===== src/rtl/ifetch_unit.sv =====
// Instruction-fetch reader: owns the fetch PC, issues one word request at a time
// to instruction memory and buffers returned instructions with their PCs for decode.
`timescale 1ns/1ps
module ifetch_unit #(
    parameter int unsigned DEPTH    = 4,
    parameter logic [31:0] RESET_PC = 32'h0000_0000
) (
    input  logic        Clock,
    input  logic        NReset,
    input  logic        Redirect,
    input  logic [31:0] RedirectAddr,
    output logic        MemReq,
    output logic [31:0] MemAddr,
    input  logic        MemAck,
    input  logic        MemRValid,
    input  logic [31:0] MemRData,
    output logic        InstValid,
    output logic [31:0] Inst,
    output logic [31:0] InstPC,
    input  logic        InstReady,
    output logic [31:0] FetchPC
);

    localparam int unsigned PW = (DEPTH > 1) ? $clog2(DEPTH) : 1;
    localparam logic [PW:0] FULL_C = (PW+1)'(DEPTH);

    localparam logic [1:0] IDLE = 2'd0;
    localparam logic [1:0] WAIT = 2'd1;
    localparam logic [1:0] DROP = 2'd2;

    logic [1:0]    state_r;
    logic [1:0]    state_nxt_s;
    logic [31:0]   fetch_pc_r;
    logic [31:0]   req_pc_r;
    logic [PW:0]   count_r;
    logic [PW-1:0] wr_ptr_r;
    logic [PW-1:0] rd_ptr_r;
    logic [31:0]   inst_mem_r [DEPTH];
    logic [31:0]   pc_mem_r   [DEPTH];
    logic          req_s;
    logic          push_s;
    logic          pop_s;
    logic          valid_s;
    logic [1:0]    unused_addr_s;

    assign unused_addr_s = RedirectAddr[1:0];

    // Request, push and pop qualification; the request is gated by reset so it is low during reset.
    always_comb begin
        valid_s = (count_r != {(PW+1){1'b0}});
        if (NReset && (state_r == IDLE) && !Redirect && (count_r != FULL_C)) begin
            req_s = 1'b1;
        end else begin
            req_s = 1'b0;
        end
        push_s = (state_r == WAIT) && MemRValid && !Redirect;
        pop_s  = valid_s && InstReady && !Redirect;
    end

    // Next-state logic of the single-outstanding-request controller.
    always_comb begin
        state_nxt_s = state_r;
        case (state_r)
            IDLE: begin
                if (req_s && MemAck) begin
                    state_nxt_s = WAIT;
                end else begin
                    state_nxt_s = IDLE;
                end
            end
            WAIT: begin
                if (MemRValid) begin
                    state_nxt_s = IDLE;
                end else if (Redirect) begin
                    state_nxt_s = DROP;
                end else begin
                    state_nxt_s = WAIT;
                end
            end
            DROP: begin
                if (MemRValid) begin
                    state_nxt_s = IDLE;
                end else begin
                    state_nxt_s = DROP;
                end
            end
            default: state_nxt_s = IDLE;
        endcase
    end

    // Controller state, fetch address and the PC of the outstanding request.
    always_ff @(posedge Clock or negedge NReset) begin
        if (!NReset) begin
            state_r    <= IDLE;
            fetch_pc_r <= RESET_PC;
            req_pc_r   <= 32'h0000_0000;
        end else begin
            state_r <= state_nxt_s;
            if (Redirect) begin
                fetch_pc_r <= {RedirectAddr[31:2], 2'b00};
            end else if (req_s && MemAck) begin
                fetch_pc_r <= fetch_pc_r + 32'd4;
            end
            if (req_s && MemAck) begin
                req_pc_r <= fetch_pc_r;
            end
        end
    end

    // FIFO occupancy and pointers; a redirect empties the buffer and drops any pop.
    always_ff @(posedge Clock or negedge NReset) begin
        if (!NReset) begin
            count_r  <= {(PW+1){1'b0}};
            wr_ptr_r <= {PW{1'b0}};
            rd_ptr_r <= {PW{1'b0}};
        end else if (Redirect) begin
            count_r  <= {(PW+1){1'b0}};
            wr_ptr_r <= {PW{1'b0}};
            rd_ptr_r <= {PW{1'b0}};
        end else begin
            if (push_s) begin
                wr_ptr_r <= wr_ptr_r + PW'(1);
            end
            if (pop_s) begin
                rd_ptr_r <= rd_ptr_r + PW'(1);
            end
            case ({push_s, pop_s})
                2'b10:   count_r <= count_r + (PW+1)'(1);
                2'b01:   count_r <= count_r - (PW+1)'(1);
                default: count_r <= count_r;
            endcase
        end
    end

    // FIFO storage; contents are only visible when the entry is valid.
    always_ff @(posedge Clock) begin
        if (push_s) begin
            inst_mem_r[wr_ptr_r] <= MemRData;
            pc_mem_r[wr_ptr_r]   <= req_pc_r;
        end
    end

    assign MemReq    = req_s;
    assign MemAddr   = fetch_pc_r;
    assign FetchPC   = fetch_pc_r;
    assign InstValid = valid_s;
    assign Inst      = valid_s ? inst_mem_r[rd_ptr_r] : 32'h0000_0000;
    assign InstPC    = valid_s ? pc_mem_r[rd_ptr_r]   : 32'h0000_0000;

endmodule


===== config.mk =====
export PLATFORM = sky130hd
export DESIGN_NAME = ifetch_unit
export DESIGN_NICKNAME = d
export VERILOG_FILES = /design/src/rtl/ifetch_unit.sv
export SDC_FILE = /design/constraint.sdc
export NUM_CORES = 1
export LEC_CHECK = 0
export CAP_MARGIN = 20
export CORE_MARGIN = 5
export CORE_UTILIZATION = 54
export CTS_BUF_LIST = sky130_fd_sc_hd__clkbuf_8
export CTS_CLUSTER_DIAMETER = 40
export DETAILED_ROUTE_END_ITERATION = 10
export PLACE_DENSITY = 0.77
export SLEW_MARGIN = 5
export SYNTH_ARGS = -nofsm -noshare
export SYNTH_HDL_FRONTEND = slang
export SYNTH_SLANG_ARGS = --single-unit

===== constraint.sdc =====
create_clock -name Clock -period 6.7 [get_ports Clock]
set_input_delay 1.34 -clock Clock [delete_from_list [all_inputs] [get_ports Clock]]
set_output_delay 1.34 -clock Clock [all_outputs]
set_load 0.05 [all_outputs]

==> flow_summary.yaml <==
worst_setup_path:
  startpoint_type: "flop"
  worstPathRequired_ns: 5.36
  endpoint_kind: "output port"
  path_class: "flop to output port"
  arrival_ns: 3.25
  timing.rr.end: "FetchPC[10]"
  r2r_start: "count_r[0]"
  rrSetupSlack_ns: 4.12
  rr_worst_depth: 5
  crit_fanout: 25
global_route:
  grt_use_met2_pct: 31.4
  grt_max_degree: 70
  grt_overflow: 0
  grt_pass1_wl_um: 43300
  grt_pass1_vias: 7904
  grt_busiest_layer: "met2"
  antenna_found_initial: 0
  grtUsageMet3_pct: 5.76
  track_usage_pct: 19.6
  grtUsageMet1_pct: 27.2
drt:
  vias_per_cell: 5.54
  dr.pass1.iters: 5
  wl_per_cell_um: 19.7
  drt_iter0_markers: 514
  ant_nets: 0
  routed_wl_um: 26600
  num_vias: 7494
  route.detailed.drc: 0
power:
  p_sw_share_pct: 36.4
  p_seq_share_pct: 41.1
  irDropWorstVdd_mv: 0.183
  power.density_nw_per_um2: 386
  pwr-share-clk_pct: 24.1
  combPwrFrac_pct: 34.8
  leakagePower_uw: 0.00564
  p_int_uw: 3910
  p_sw_uw: 2240
worst_hold_path:
  hold_depth: 0
  hp-start: "req_pc_r[31]"
  worstHoldPathType: "flop to flop"
  hold_path_end: "pc_mem_r[0][31]"
final_layout:
  stdcell_count: 1353
  layout.nets: 1069
  area_growth_syn_to_layout_pct: 21.8
  multiInputGateArea_um2: 3480
  regArea_um2: 9180
  diodes: 0
  fin_util_pct: 66.2
  fill_cells: 1777
  final_area_um2: 16000
  layout-drive-gt1-share_pct: 14.8
sta:
  fin_crit_ns: 4.59
  fin_tns_setup_ns: 0
  fmax_mhz: 218
  skew_ns: 0.0394
  final_hold_viol_count: 0
  worstMarginPinSlew_ns: 0.999
  rsz0062_at_grt: "false"
  slew_headroom_pct: 33.4
  holdWs_ns: 0.510
  fin_crit_sh_pct: 68.4
  finalMaxSlewViolations: 0
  setup_violations: 0
clocking:
  cts.sinks: 317
  h-tree-depth: 2
  clockBufferDepth: 3
  cts_hold_buf: 0
  cts.clk_slew.worst_paths_ns: 0.06
  clock_latency_ns: 0.55
  cts_tree: "yes"
  numCtsBuffers: 48
  postCtsSetupRepairBufs: 0
  clockRootBuffer: "clkbuf_8"
  cts.repair.resized: 0
placement:
  port_buffers: 191
  globalplace.congestion: 0.831
  dp_hpwl_um: 15400
  placed_area_um2: 15100
  place_inst: 1267
logic_synthesis:
  synthFlopType: "edfxtp_1"
  synth-edff-count: 248
  synthTopCellsByCount: "edfxtp_1, nand2_1, and2_1"
  yosys.area.top_type: "edfxtp_1"
  yosys-top-cells-area: "edfxtp_1, dfrtp_1, mux4_2, nand2_1, and2_1"
  seq_area_frac_synth_pct: 70.0
  synth.ff_latch_count: 317
  synth_area_um2: 13100
  ys_types: 55
  ys_warn_count: 0
  synth.top_cell.area_share_pct: 56.8
  syn-instance-count: 817
  async_reset_ff_share_pct: 21.8
  synthMostInstantiatedCell: "edfxtp_1"
  synth.avg_cell_area_um2: 16.0
floorplanning:
  row_count: 57
  dieArea_um2: 27500
  fp.dieW_um: 166
  fp.dieH_um: 166
  start_util_pct: 54.4
  io_pins: 200
  core-area_um2: 24100
outcome:
  run_status: "finished clean"
run:
  cap_violations: 0
==> cell usage in the layout, fill, tap and decap left out, types with 5 or more instances in the layout <==
cell type / netlist / final
nand3_1: 23 / 22
edfxtp_1: 248 / 248
nand2_1: 125 / 125
nand4_1: 6 / 6
conb_1: 1 / 6
clkdlybuf4s50_1: 0 / 190
nor2_1: 18 / 18
inv_1: 7 / 26
o311ai_1: 7 / 7
clkinv_1: 1 / 7
a22oi_1: 5 / 5
clkinv_2: 0 / 6
ha_1: 5 / 5
and2_1: 70 / 66
mux4_2: 62 / 62
buf_4: 38 / 8
clkbuf_8: 0 / 52
o211ai_1: 12 / 12
dfrtp_1: 69 / 67
o21ai_0: 17 / 17
==> sequential cells by signal (all words and copies together) (netlist names) <==
signal	count
rd_ptr_r	2
state_r	2
pc_mem_r	120
req_pc_r	30
FetchPC	30
count_r	3
wr_ptr_r	2
inst_mem_r	128
==> layout make-up <==
cell class	count	share of cell area, %
clock buffer	52	4.48
sequential	317	57.5
timing repair buffer	198	12.3
tap	324	2.54
multi-input combinational	420	21.8
clock inverter	34	1.21
inverter	8	0.188
==> kinds of logic (layout without fill, tap and decap cells) <==
group,count (synthesis),count (layout),synth area share [%]
flip-flops,317,317,70.0
AO/OA/AOI/OAI,64,64,3.30
XOR/XNOR,7,7,0.468
AND/OR/NAND/NOR,273,273,11.0
other,1,6,0.0286
adder cells (fa/ha/maj),6,6,0.630
multiplexers,64,64,10.8
buffers and inverters,85,292,3.73
==> worst max-delay path, stage by stage (launching register included) <==
cell and delay (ns):
dfrtp_4 0.76, buf_4 0.49, mux4_2 0.56, and2_1 0.17, clkdlybuf4s50_1 0.70
==> stage by stage <==
step	setup WS (ns)	total power, uW
after floorplan	2.84	4030
after global placement	2.17	4710
after detailed placement	2.16	4740
after CTS	1.99	6230
after global routing	1.85	6450
final	2.11	6160
==> power groups by stage <==
stage / clock [uW] / sequential, uW / combinational, uW
6_report: 1480 / 2530 / 2140
3_5_place_dp: 0 / 2580 / 2170
5_1_grt: 1620 / 2570 / 2270
4_1_cts: 1520 / 2540 / 2170
2_1_floorplan: 0 / 2520 / 1510
3_3_place_gp: 0 / 2560 / 2150
==> routing by layer <==
metal | share of wire (%) | wire (um)
met2 | 48 | 12800
met3 | 7.5 | 2010
met5 | 0 | 0
met4 | 1.3 | 336
met1 | 43 | 11500
==> how the worst max path moves through the flow <==
stage,start,end,cells after the start
4_1_cts,rd_ptr_r[0],Inst[1],4
3_5_place_dp,Redirect,MemReq,4
3_3_place_gp,Redirect,MemReq,4
2_1_floorplan,Redirect,inst_mem_r[0][0],3
6_report,rd_ptr_r[0],InstPC[29],4
5_1_grt,rd_ptr_r[0],Inst[6],4
Note: power is estimated with default switching activity, not from simulation.
